[config.mk]
export PLATFORM = sky130hd
export DESIGN_NAME = sa_vc_arbiter
export DESIGN_NICKNAME = d
export VERILOG_FILES = /design/src/rtl/sa_vc_arbiter.sv
export SDC_FILE = /design/constraint.sdc
export NUM_CORES = 1
export LEC_CHECK = 0
export ABC_AREA = 1
export CAP_MARGIN = 30
export CORE_AREA = 3 3 64 66
export DETAILED_ROUTE_END_ITERATION = 6
export DIE_AREA = 0 0 67 69
export PLACE_DENSITY = 0.65
export SLEW_MARGIN = 10
export SYNTH_ARGS = -nofsm -noshare
export SYNTH_HDL_FRONTEND = slang
export SYNTH_SLANG_ARGS = --single-unit
export TNS_END_PERCENT = 50
[constraint.sdc]
create_clock -name clk -period 3.75 [get_ports clk]
set_clock_uncertainty 0.1 [all_clocks]
set_input_delay 0.9375 -clock clk [delete_from_list [all_inputs] [get_ports clk]]
set_output_delay 0.9375 -clock clk [all_outputs]
set_load 0.05 [all_outputs]
[src/rtl/sa_vc_arbiter.sv]
// Per-input-port switch-allocation VC arbiter: round-robin pick among eligible VCs, forwards the
// winner's route to the main allocator and returns its grant. Optional packet lock: SA_PKT_LOCK_EN.
module sa_vc_arbiter #(
  parameter int V  = 4,
  parameter int N  = 5,
  parameter int VW = 2
) (
  input  logic           clk,
  input  logic           rst,
  input  logic [V-1:0]   vcReq,
  input  logic [V*N-1:0] vcOutPort,
  input  logic [V-1:0]   vcTail,
  output logic [N-1:0]   reqSA,
  input  logic           inputGrantSA,
  output logic [V-1:0]   vcGrant,
  output logic [VW-1:0]  selVC,
  output logic           locked
);

  logic [VW-1:0] ptr_q;
  logic [V-1:0]  elig;
  logic [V-1:0]  elig_m;
  logic [VW-1:0] win;
  logic          any;
  logic          gnt;
  logic [VW-1:0] ptr_nxt;
  logic [N-1:0]  route;
  int unsigned   scan_idx;

  // A route counts only if it is exactly one-hot; zero or multi-hot routes are ignored.
  always_comb begin
    elig  = '0;
    route = '0;
    for (int v = 0; v < V; v++) begin
      route   = vcOutPort[v*N +: N];
      elig[v] = vcReq[v] && (route != '0) && ((route & (route - 1'b1)) == '0);
    end
  end

  always_comb begin
    any      = 1'b0;
    win      = '0;
    scan_idx = 0;
    for (int i = 0; i < V; i++) begin
      scan_idx = int'(ptr_q) + i;
      if (scan_idx >= V) scan_idx = scan_idx - V;
      if (!any && elig_m[scan_idx]) begin
        any = 1'b1;
        win = VW'(scan_idx);
      end
    end
  end

  always_comb begin
    reqSA = '0;
    if (!rst && any) reqSA = vcOutPort[int'(win)*N +: N];
    gnt     = inputGrantSA && (reqSA != '0);
    vcGrant = gnt ? (V'(1) << win) : '0;
    selVC   = rst ? '0 : win;
    ptr_nxt = (int'(win) == V - 1) ? '0 : win + 1'b1;
  end

`ifdef SA_PKT_LOCK_EN
  typedef enum logic [0:0] {StIdle, StLock} state_e;

  state_e        state_q;
  logic [VW-1:0] lock_vc_q;

  // While a packet is in flight only its VC may compete.
  assign elig_m = (state_q == StLock) ? (elig & (V'(1) << lock_vc_q)) : elig;
  assign locked = (state_q == StLock);

  always_ff @(posedge clk or posedge rst) begin
    if (rst) begin
      state_q   <= StIdle;
      lock_vc_q <= '0;
      ptr_q     <= '0;
    end else if (gnt) begin
      unique case (state_q)
        StIdle: begin
          ptr_q <= ptr_nxt;
          if (!vcTail[win]) begin
            state_q   <= StLock;
            lock_vc_q <= win;
          end
        end
        StLock: begin
          if (vcTail[win]) begin
            state_q <= StIdle;
            ptr_q   <= ptr_nxt;
          end
        end
        default: state_q <= StIdle;
      endcase
    end
  end
`else
  logic unused_tail;

  assign unused_tail = ^vcTail;
  assign elig_m      = elig;
  assign locked      = 1'b0;

  always_ff @(posedge clk or posedge rst) begin
    if (rst) begin
      ptr_q <= '0;
    end else if (gnt) begin
      ptr_q <= ptr_nxt;
    end
  end
`endif

endmodule

* Word-level counts from Yosys, hierarchy flattened *
Cells that the tools add are included.

operators by class
  multipliers = 1
  $add $sub $neg = 12
  mux-type cells = 24
  bitwise gates (word level) = 4
  eq/ne operators = 1
  reductions and logical operators = 26
  shifts and indexed selects = 2
  $lt $le $gt $ge = 8

operator list
  cell                                                                           number
  32-bit by 3-bit less-than comparator with 1-bit output, second input constant  4
  32-bit two-way mux                                                             4
  5-bit nonzero test                                                             5
  5-bit bitwise AND                                                              4
  5-bit logical NOT                                                              4
  20-bit by 6-bit variable part select with 5-bit output                         1
  5-bit by 1-bit subtractor with 5-bit output, second input constant             4
  1-bit logical AND                                                              13
  2-bit two-way mux                                                              6
  3-bit by 3-bit subtractor with 4-bit output, second input constant             3
  3-bit >= comparator, second input constant                                     3
  1-bit binary-select mux with 2-bit select                                      4
  1-bit two-way mux                                                              8
  2-bit by 2-bit adder with 3-bit output, second input constant                  2
  2-bit by 3-bit multiplier with 5-bit output, second input constant             1
  5-bit two-way mux                                                              1
  1-bit logical NOT                                                              4
  4-bit two-way mux                                                              1
  1-bit by 2-bit left shift with 4-bit output, first input constant              1
  2-bit by 3-bit subtractor with 4-bit output, second input constant             1
  2-bit by 1-bit adder with 3-bit output, second input constant                  1
  2-bit by 3-bit >= comparator with 1-bit output, second input constant          1
  2-bit by 1-bit adder with 2-bit output, second input constant                  1
  2-bit by 1-bit == test with 1-bit output, second input constant                1

storage, ports and cells
  bits of input ports = 31
  output and inout port bits = 12
  logic and storage cells = 79
  register bits = 2

* Longest topological paths before layout *
Gate-level depths: netlist of run 1.

  word-level depth = 22
  depth in mapped cells = 17
  gate-level depth less buffers = 16

* Worst setup path after synthesis of run 1 *
No wires, ideal clock.

  path type = input-to-output
  start = in vcOutPort[7]
  end = out vcGrant[3]
  data arrival time = 2.947 ns
  path slack = -0.234 ns
  path buffers = 1
  cell stages on the path = 15
  cell sequence = nor2_2 nor2_1 nor2_2 nand3_2 nand2_4 nand2_1 nand2_1 nand2_2 nand3_2 nand3_4 buf_12 inv_1 ha_1 inv_1 nor2_1

between the ends
  cells in the longest elaborated chain, start to end = 22
  elaborated cells on any way between the ends = 36
  those cells by class = add/sub: 1; mul: 1; shift: 2; mux: 18; bitwise: 1; reduce/logical: 13

ends and longest elaborated chain
  what                                                    RTL line  source
  start, declared                                         11        input logic [V*N-1:0] vcOutPort,
  5-bit by 1-bit subtractor with 5-bit output             36        elig[v] = vcReq[v] && (route != '0) && ((route & (route - 1'b1)) == '0);
  5-bit bitwise AND                                       36
  5-bit logical NOT                                       36
  1-bit logical AND                                       36
  1-bit binary-select mux with 2-bit select               47        if (!any && elig_m[scan_idx]) begin
  1-bit two-way mux (not written as such)                 47
  1-bit two-way mux                                       47
  1-bit logical NOT                                       47
  [... 6 more ...]                                        --
  1-bit logical AND                                       47
  2-bit two-way mux                                       47
  2-bit by 3-bit multiplier with 5-bit output             56        if (!rst && any) reqSA = vcOutPort[int'(win)*N +: N];
  20-bit by 6-bit variable part select with 5-bit output  56
  5-bit two-way mux                                       56
  5-bit nonzero test                                      57        gnt = inputGrantSA && (reqSA != '0);
  1-bit logical AND                                       57
  4-bit two-way mux *                                     58        vcGrant = gnt ? (V'(1) << win) : '0;
  end, declared                                           15        output logic [V-1:0] vcGrant,

Every way passes the cells marked *; elsewhere a longest branch is shown, timed or not. The select of a mux whose other input is x is not followed.

* Final worst setup path of run 1 *
  start = in vcOutPort[3]
  end = out reqSA[2]

between the ends
  cells in the longest elaborated chain, start to end = 19
  elaborated cells on any way between the ends = 32
  those cells by class = add/sub: 1; mul: 1; shift: 1; mux: 17; bitwise: 1; reduce/logical: 11

ends and longest elaborated chain
  what                                                    RTL line  source
  5-bit by 1-bit subtractor with 5-bit output             36
  5-bit bitwise AND                                       36
  5-bit logical NOT                                       36
  1-bit logical AND                                       36
  1-bit binary-select mux with 2-bit select               47
  1-bit two-way mux (not written as such)                 47
  1-bit two-way mux                                       47
  1-bit logical NOT                                       47
  [... 3 more ...]                                        --
  1-bit logical AND                                       47
  1-bit two-way mux                                       47
  1-bit logical NOT                                       47
  1-bit logical AND                                       47
  2-bit two-way mux                                       47
  2-bit by 3-bit multiplier with 5-bit output             56
  20-bit by 6-bit variable part select with 5-bit output  56
  5-bit two-way mux *                                     56
  end, declared                                           13        output logic [N-1:0] reqSA,

Marks and branches as above.

==> out/summary.txt, run 1 <==
Data arrival, critical path: 2.74 ns
Worst reg2reg startpoint: ptr_q[0]$_DFFE_PP0P_
Number of DRC markers after the initial detailed-route iteration: 48
Flip-flop count of the largest register after layout: 2
Final Cycle Share: 1.01
Layout overhead on the synthesized area: 106%
Static Leak: 0.945 nW
Initial antenna violation count: 0
Remaining global-route overflow: 0
Buffers from clock root to sink, at most: 2
Final Cell Area: 0.00206 sq mm
Registers with the most flip-flops: ptr_q: 2 flops
Maximum level of the CTS H-tree: 1
CP max FO: 9
Worst hold path class: reg -> reg
TritonCTS clock tree: built
Width of the chip: 67 microns
Synth top area share: 0.206
Number of max-slew violations in the final report: 0
Maximum clock rate: 0.265 GHz
Top cells by area, synth: sky130_fd_sc_hd__nand2_1 (21%), sky130_fd_sc_hd__nand3_1 (12%), sky130_fd_sc_hd__nor2_2 (11%)
Number of sinks handled by clock tree synthesis: 2
Routed vias: 1340
Chip Height: 69 microns
Actual transition at the worst max-transition pin: 0.509 ns
Destination of the critical timing path: reqSA[2]
Via count of the first global-routing pass: 1348
Cell type group with the largest total delay on the critical path: simple AND/OR/NAND/NOR gates
Clock slew seen by the registers of the worst setup and hold paths: 0.03 ns
Number of buffers inserted for hold repair after clock tree synthesis: 0
Register containing the most flip-flops in the final layout: ptr_q
Final Util: 0.567
Routed wire length: 3580 microns
Cell count after placement: 275
Final std cells w/o fill: 288
Number of hold-slack violations in the final timing report: 0
Setup slack of the most critical reg-to-reg path: 1.28 ns
Post-synthesis net count: 212
Power per cell area: 967 mW/mm^2
First-pass iteration count of the detailed router: 4
Clock Latency Late Sink: 0.22 ns
Worst setup SP type: primary input
Synthesized instance count: 177
Cell taking the most area after synthesis: sky130_fd_sc_hd__nand2_1
# Max-Cap Violations: 0
Worst Setup End Kind: primary output
Launching element of the worst setup path: vcOutPort[3]
R2r worst-path depth: 12
Number of clock buffers inserted by TritonCTS: 3
Total die area: 0.00462 sq mm
Netlist Area Pre-Place: 0.00100 sq mm
Number of nets with antenna violations after detailed routing: 0
Critical path buffer and inverter count: 3
Placement Cell Area: 0.00164 sq mm
Total half-perimeter wirelength after legalization and detailed placement: 2290 microns
#FFs+latches synth: 2
Weighted congestion reported at the end of routability-driven placement: 0.821
Starting density of the core: 0.275
Antenna Diode Count: 0
Average vias per placed instance: 4.65
Category of the critical setup timing path: in -> out
Average instance area after synthesis: 5.66 sq um
Final critical-path required period: 3.77 ns
Slowest cell on the critical path: sky130_fd_sc_hd__nor2_2
Total track usage: 0.165
Setup slack after layout: -0.0226 ns
Net total in the final layout: 277
IO Count: 43
Post-Route Hold Slack: 0.778 ns
Wire length of the first global-routing pass: 6020 microns
Largest stage delay on the critical path: 0.17 ns
Logic depth of the worst path, buffers included: 18
Yosys cell types: 23
Sequential share of the synthesized area: 0.0500
Number of warnings reported in the yosys synthesis log: 0
RSZ-0062 raised after global routing: yes
Max_slew headroom: 0.660
Core area: 0.00363 sq mm
Share of post-route cells with drive strength above 1: 0.571
Final number of setup-violating endpoints: 7
Rows: 22
Outcome: finished, violations left
Clock tree root driver cell: sky130_fd_sc_hd__clkbuf_8
Worst reg2reg endpoint: ptr_q[1]$_DFFE_PP0P_
Maximum number of pins on one net before global-route repair: 10
Worst path cell trace: buf_8 -> nor2_4 -> buf_6 -> nand3_2 -> nand2_2 -> nand3_4 -> nand2_4 -> nand2_2 -> nand2_2 -> nand2_4 -> nand2_4 -> nand2_8 -> nand3_4 -> nand2_1 -> nand3_1 -> nand2_1 -> nor2_2 -> buf_12
Number of port buffers: 37
Required time of the critical path: 2.71 ns
Violated checks: setup timing
Routed length per instance: 12.4 microns
Residual DRC: 0
Worst ir drop on vdd: 730 uV
synthesized netlist by cell type, drive strengths merged:
master / number
inv: 23
nand4: 7
dfrtp: 2
o21ai: 3
nor2: 38
ha: 4
nand3: 31
conb: 1
xnor2: 1
nand2: 62
nand3b: 1
buf: 4
layer usage:
metal	global-route usage	routed length [microns]	vias up
met5	0	0	-
met4	0.0698	117	0
met3	0.0179	156	12
met2	0.287	1920	41
met1	0.198	1380	595
li1	-	-	692
how the worst min path moves through the flow:
stage	start	end	slack, ns	cells past startpoint
2_1_floorplan	ptr_q[1]$_DFFE_PP0P_	ptr_q[1]$_DFFE_PP0P_	0.58	3
3_3_place_gp	ptr_q[1]$_DFFE_PP0P_	ptr_q[1]$_DFFE_PP0P_	0.70	2
3_5_place_dp	ptr_q[1]$_DFFE_PP0P_	ptr_q[1]$_DFFE_PP0P_	0.71	2
4_1_cts	ptr_q[1]$_DFFE_PP0P_	ptr_q[1]$_DFFE_PP0P_	0.76	2
5_1_grt	ptr_q[1]$_DFFE_PP0P_	ptr_q[1]$_DFFE_PP0P_	0.82	2
6_report	ptr_q[1]$_DFFE_PP0P_	ptr_q[1]$_DFFE_PP0P_	0.78	2
through the flow:
| step | TNS [ns] | setup slack [ns] | total power [mW] |
|---|---|---|---|
| 2_1_floorplan | -0.459 | -0.111 | 0.986 |
| 3_3_place_gp | -4.47 | -0.460 | 1.47 |
| 3_5_place_dp | -4.87 | -0.505 | 1.48 |
| 4_1_cts | 0 | 0.000631 | 1.85 |
| 5_1_grt | -1.21 | -0.140 | 2.13 |
| 6_report | -0.0836 | -0.0226 | 1.99 |
cell usage in the layout, fill, tap and decap left out, types with 2 or more instances in the layout:
cell	instances
sky130_fd_sc_hd__buf_12	12
sky130_fd_sc_hd__nand2_4	4
sky130_fd_sc_hd__dfrtp_1	2
sky130_fd_sc_hd__buf_2	6
sky130_fd_sc_hd__nand2_2	14
sky130_fd_sc_hd__inv_1	17
sky130_fd_sc_hd__inv_4	3
sky130_fd_sc_hd__buf_4	17
sky130_fd_sc_hd__buf_6	16
sky130_fd_sc_hd__inv_2	3
sky130_fd_sc_hd__nand4_1	6
sky130_fd_sc_hd__clkdlybuf4s50_1	2
sky130_fd_sc_hd__nor2_4	21
sky130_fd_sc_hd__clkbuf_8	3
sky130_fd_sc_hd__nand3_2	11
sky130_fd_sc_hd__nor2_2	12
sky130_fd_sc_hd__nand3_1	14
sky130_fd_sc_hd__nand2_1	43
sky130_fd_sc_hd__dlygate4sd2_1	6
sky130_fd_sc_hd__nand3_4	8
sky130_fd_sc_hd__nor2_1	5
sky130_fd_sc_hd__ha_1	3
cell families (layout without fill, tap and decap cells):
logic type	count (synthesis)	after routing	share of synthesized area
simple gates	139	141	0.721
buf+inv	27	88	0.133
compound gates	3	3	0.0262
xor+xnor	1	1	0.0163
flops	2	2	0.0500
other cells	1	1	0.00375
fa+ha+maj	4	4	0.0500
layout make-up:
type,count,area [sq um]
timing repair buffer,62,687
fill,361,1570
clock buffer,3,41.3
inverter,23,93.8
tap,48,60.1
sequential,2,50.0
multi-input combinational,150,1130
where the power goes:
part / switching [mW] / total, mW / leakage [nW] / internal (mW)
combinational: 1.03 / 1.83 / 0.899 / 0.798
sequential: 0.0446 / 0.0767 / 0.0246 / 0.0321
clock: 0.0218 / 0.0902 / 0.0216 / 0.0684
tightest hold or removal path, delay by kind of cell (launching register included):
kind | cells | cell delay, ns
DFF | 1 | 0.53
AOI/OAI and AO/OA | 1 | 0.10
buffers and inverters | 1 | 0.19
timing repair:
item	4_1_cts	5_1_grt
buffers inserted	6	2
hold endpoints to repair	0	0
gates resized for setup	149	20
setup endpoints to repair	11	11
pin swaps	46	27
cloned	2	0
(Power assumes the default switching activity.)
==> inputs of run 2 (changes only) <==
Settings changed: GPL_TIMING_DRIVEN set to 0.
==> out/summary.txt, run 2 (synthesis gave the netlist of run 1 again) <==
Average vias per placed instance: 4.62 (-0.69%)
Buffers from clock root to sink, at most: 2 (unchanged)
Most frequent cells in the layout: sky130_fd_sc_hd__nand2_1 (41), sky130_fd_sc_hd__buf_6 (20), sky130_fd_sc_hd__inv_1 (15), sky130_fd_sc_hd__buf_4 (15)
Register containing the most flip-flops in the final layout: ptr_q
Clock Latency Late Sink: 0.21 ns (about the same)
Residual DRC: 0 (unchanged)
Weighted congestion reported at the end of routability-driven placement: 0.856 (+4.3%)
Number of port buffers: 37 (unchanged)
Number of max-slew violations in the final report: 0 (unchanged)
Sequential cell fraction of total power: 0.019 (-0.019)
Routed wire length: 3390 microns (-5.2%)
Core area: 0.00363 sq mm (unchanged)
Required time of the critical path: 2.71 ns (about the same)
Flip-flop count of the largest register after layout: 2 (unchanged)
RSZ-0062 raised after global routing: yes
# Max-Cap Violations: 0 (unchanged)
Number of hold-slack violations in the final timing report: 0 (unchanged)
Static Leak: 0.892 nW (-5.7%)
Worst Setup End Kind: primary output
Final Cell Area: 0.00188 sq mm (-9.0%)
Chip Height: 69 microns (unchanged)
Power per cell area: 1000 mW/mm^2 (+3.3%)
Overall power: 1.88 mW (-6.0%)
Critical path buffer and inverter count: 5 (+2)
Starting density of the core: 0.275 (unchanged)
Worst hold path class: reg -> reg
Share of post-route cells with drive strength above 1: 0.560 (-0.0110)
Outcome: finished, violations left
Total die area: 0.00462 sq mm (unchanged)
Antenna Diode Count: 0 (unchanged)
Rows: 22 (unchanged)
Width of the chip: 67 microns (unchanged)
Maximum number of pins on one net before global-route repair: 9 (-1)
Worst path cell trace: buf_2 -> nor2_4 -> nand2_1 -> nand2_1 -> nand2_2 -> nand3_4 -> nand2_2 -> nand2_2 -> nand2_2 -> nand2_4 -> nand2_4 -> nand2_4 -> nand3_4 -> buf_12 -> inv_8 -> ha_4 -> inv_2 -> nor2_2 -> buf_6
Number of sinks handled by clock tree synthesis: 2 (unchanged)
Final critical-path required period: 3.83 ns (+0.0576 ns)
Total half-perimeter wirelength after legalization and detailed placement: 2220 microns (-2.9%)
Layout overhead on the synthesized area: 87.4%
Slowest cell on the critical path: sky130_fd_sc_hd__buf_12
Final Util: 0.516 (-0.0513)
Routed vias: 1303 (-2.8%)
Total track usage: 0.137 (-0.0281)
Category of the critical setup timing path: in -> out
Violated checks: setup timing
Number of DRC markers after the initial detailed-route iteration: 42 (-13%)
Worst ir drop on vdd: 838 uV (+15%)
Data arrival, critical path: 2.79 ns (+0.05 ns)
Number of clock buffers inserted by TritonCTS: 3 (unchanged)
Placement Cell Area: 0.00145 sq mm (-12%)
Final number of setup-violating endpoints: 9 (+2)
Most Frequent Cell on Critical Path: sky130_fd_sc_hd__nand2_2
Via count of the first global-routing pass: 1180 (-12%)
First-pass iteration count of the detailed router: 4 (unchanged)
Maximum level of the CTS H-tree: 1 (unchanged)
Cell type group with the largest total delay on the critical path: simple AND/OR/NAND/NOR gates
Worst setup SP type: primary input
Internal Power: 0.830 mW (-7.7%)
Final Cycle Share: 1.02 (+0.0154)
Commonest non-fill, non-tap cell in the layout: sky130_fd_sc_hd__nand2_1
Psw: 1.05 mW (-4.6%)
Routed length per instance: 12.0 microns (-3.2%)
Largest stage delay on the critical path: 0.20 ns (+0.03 ns)
Combinational power share: 0.935 (+0.019)
Wire length of the first global-routing pass: 5070 microns (-16%)
Registers with the most flip-flops: ptr_q: 2 flops
Maximum clock rate: 0.261 GHz (-1.5%)
Clock slew seen by the registers of the worst setup and hold paths: 0.03 ns (about the same)
Clock tree root driver cell: sky130_fd_sc_hd__clkbuf_8
Net total in the final layout: 271 (-2.2%)
Setup slack after layout: -0.0802 ns (-0.0576 ns)
Remaining global-route overflow: 0 (unchanged)
TritonCTS clock tree: built
Initial antenna violation count: 0 (unchanged)
Number of nets with antenna violations after detailed routing: 0 (unchanged)
CP max FO: 7 (-2)
Portion of total power attributed to the clock network: 0.046 (about the same)
Switching part of the total power: 0.558 (+0.00796)
IO Count: 43 (unchanged)
-- run 2: layout make-up --
| class | instances | area [sq um] |
|---|---|---|
| flip-flops and latches | 2 | 50.0 |
| multi-input cells | 148 | 1070 |
| plain buffers | 4 | 46.3 |
| fillers | 384 | 1760 |
| inverters | 23 | 98.8 |
| well taps | 48 | 60.1 |
| clock buffers | 3 | 41.3 |
| repair buffers | 54 | 513 |
-- run 2: per-layer routing --
metal / wire length [microns] / GRT usage / share of wire
met2: 1760 / 0.226 / 0.52
met1: 1470 / 0.178 / 0.43
met5: 0 / 0 / 0
met4: 14 / 0.0383 / 0.0041
met3: 149 / 0.0244 / 0.044
-- run 2: path summary, 6_finish.rpt --
path | start | end | slack, ns | cells after the start
min in group asynchronous | rst | ptr_q[0]$_DFFE_PP0P_ | 0.85 | 2
max | vcOutPort[17] | vcGrant[3] | -0.08 | 19
max reg2reg | ptr_q[0]$_DFFE_PP0P_ | ptr_q[1]$_DFFE_PP0P_ | 1.44 | 13
max in group asynchronous | rst | ptr_q[1]$_DFFE_PP0P_ | 2.57 | 2
min | ptr_q[1]$_DFFE_PP0P_ | ptr_q[1]$_DFFE_PP0P_ | 0.67 | 3
min reg2reg | ptr_q[1]$_DFFE_PP0P_ | ptr_q[1]$_DFFE_PP0P_ | 0.67 | 3
-- run 2: power by group through the flow --
stage | clock network, mW | registers, mW | logic [mW]
2_1_floorplan | 0 | 0.0358 | 0.951
3_3_place_gp | 0 | 0.0363 | 1.23
3_5_place_dp | 0 | 0.0365 | 1.23
4_1_cts | 0.0885 | 0.0364 | 1.66
5_1_grt | 0.0903 | 0.0367 | 1.88
6_report | 0.0862 | 0.0363 | 1.75
-- run 2: worst min-delay path, cell delays in order, from the launching register on --
cell	delay, ns
sky130_fd_sc_hd__dfrtp_1	0.32
sky130_fd_sc_hd__buf_6	0.15
sky130_fd_sc_hd__inv_1	0.10
sky130_fd_sc_hd__o21ai_0	0.16
-- run 2: per-stage QoR --
stage          TNS (ns)  instances  setup slack [ns]  hold slack (ns)
2_1_floorplan    -0.459        177            -0.111            0.584
4_1_cts          -0.213        279           -0.0536            0.665
3_5_place_dp     -11.76        262             -1.19            0.642
3_3_place_gp     -11.45        262             -1.16            0.640
5_1_grt           -1.52        282            -0.198            0.735
6_report         -0.505        282           -0.0802            0.670
-- run 2: timing repair --
item / 4_1_cts / 5_1_grt
pin swaps: 60 / 29
setup buffers: 13 / 3
hold buffers: 0 / 0
gates cloned: 1 / 0
resized for setup: 218 / 21
setup endpoints to repair: 11 / 11
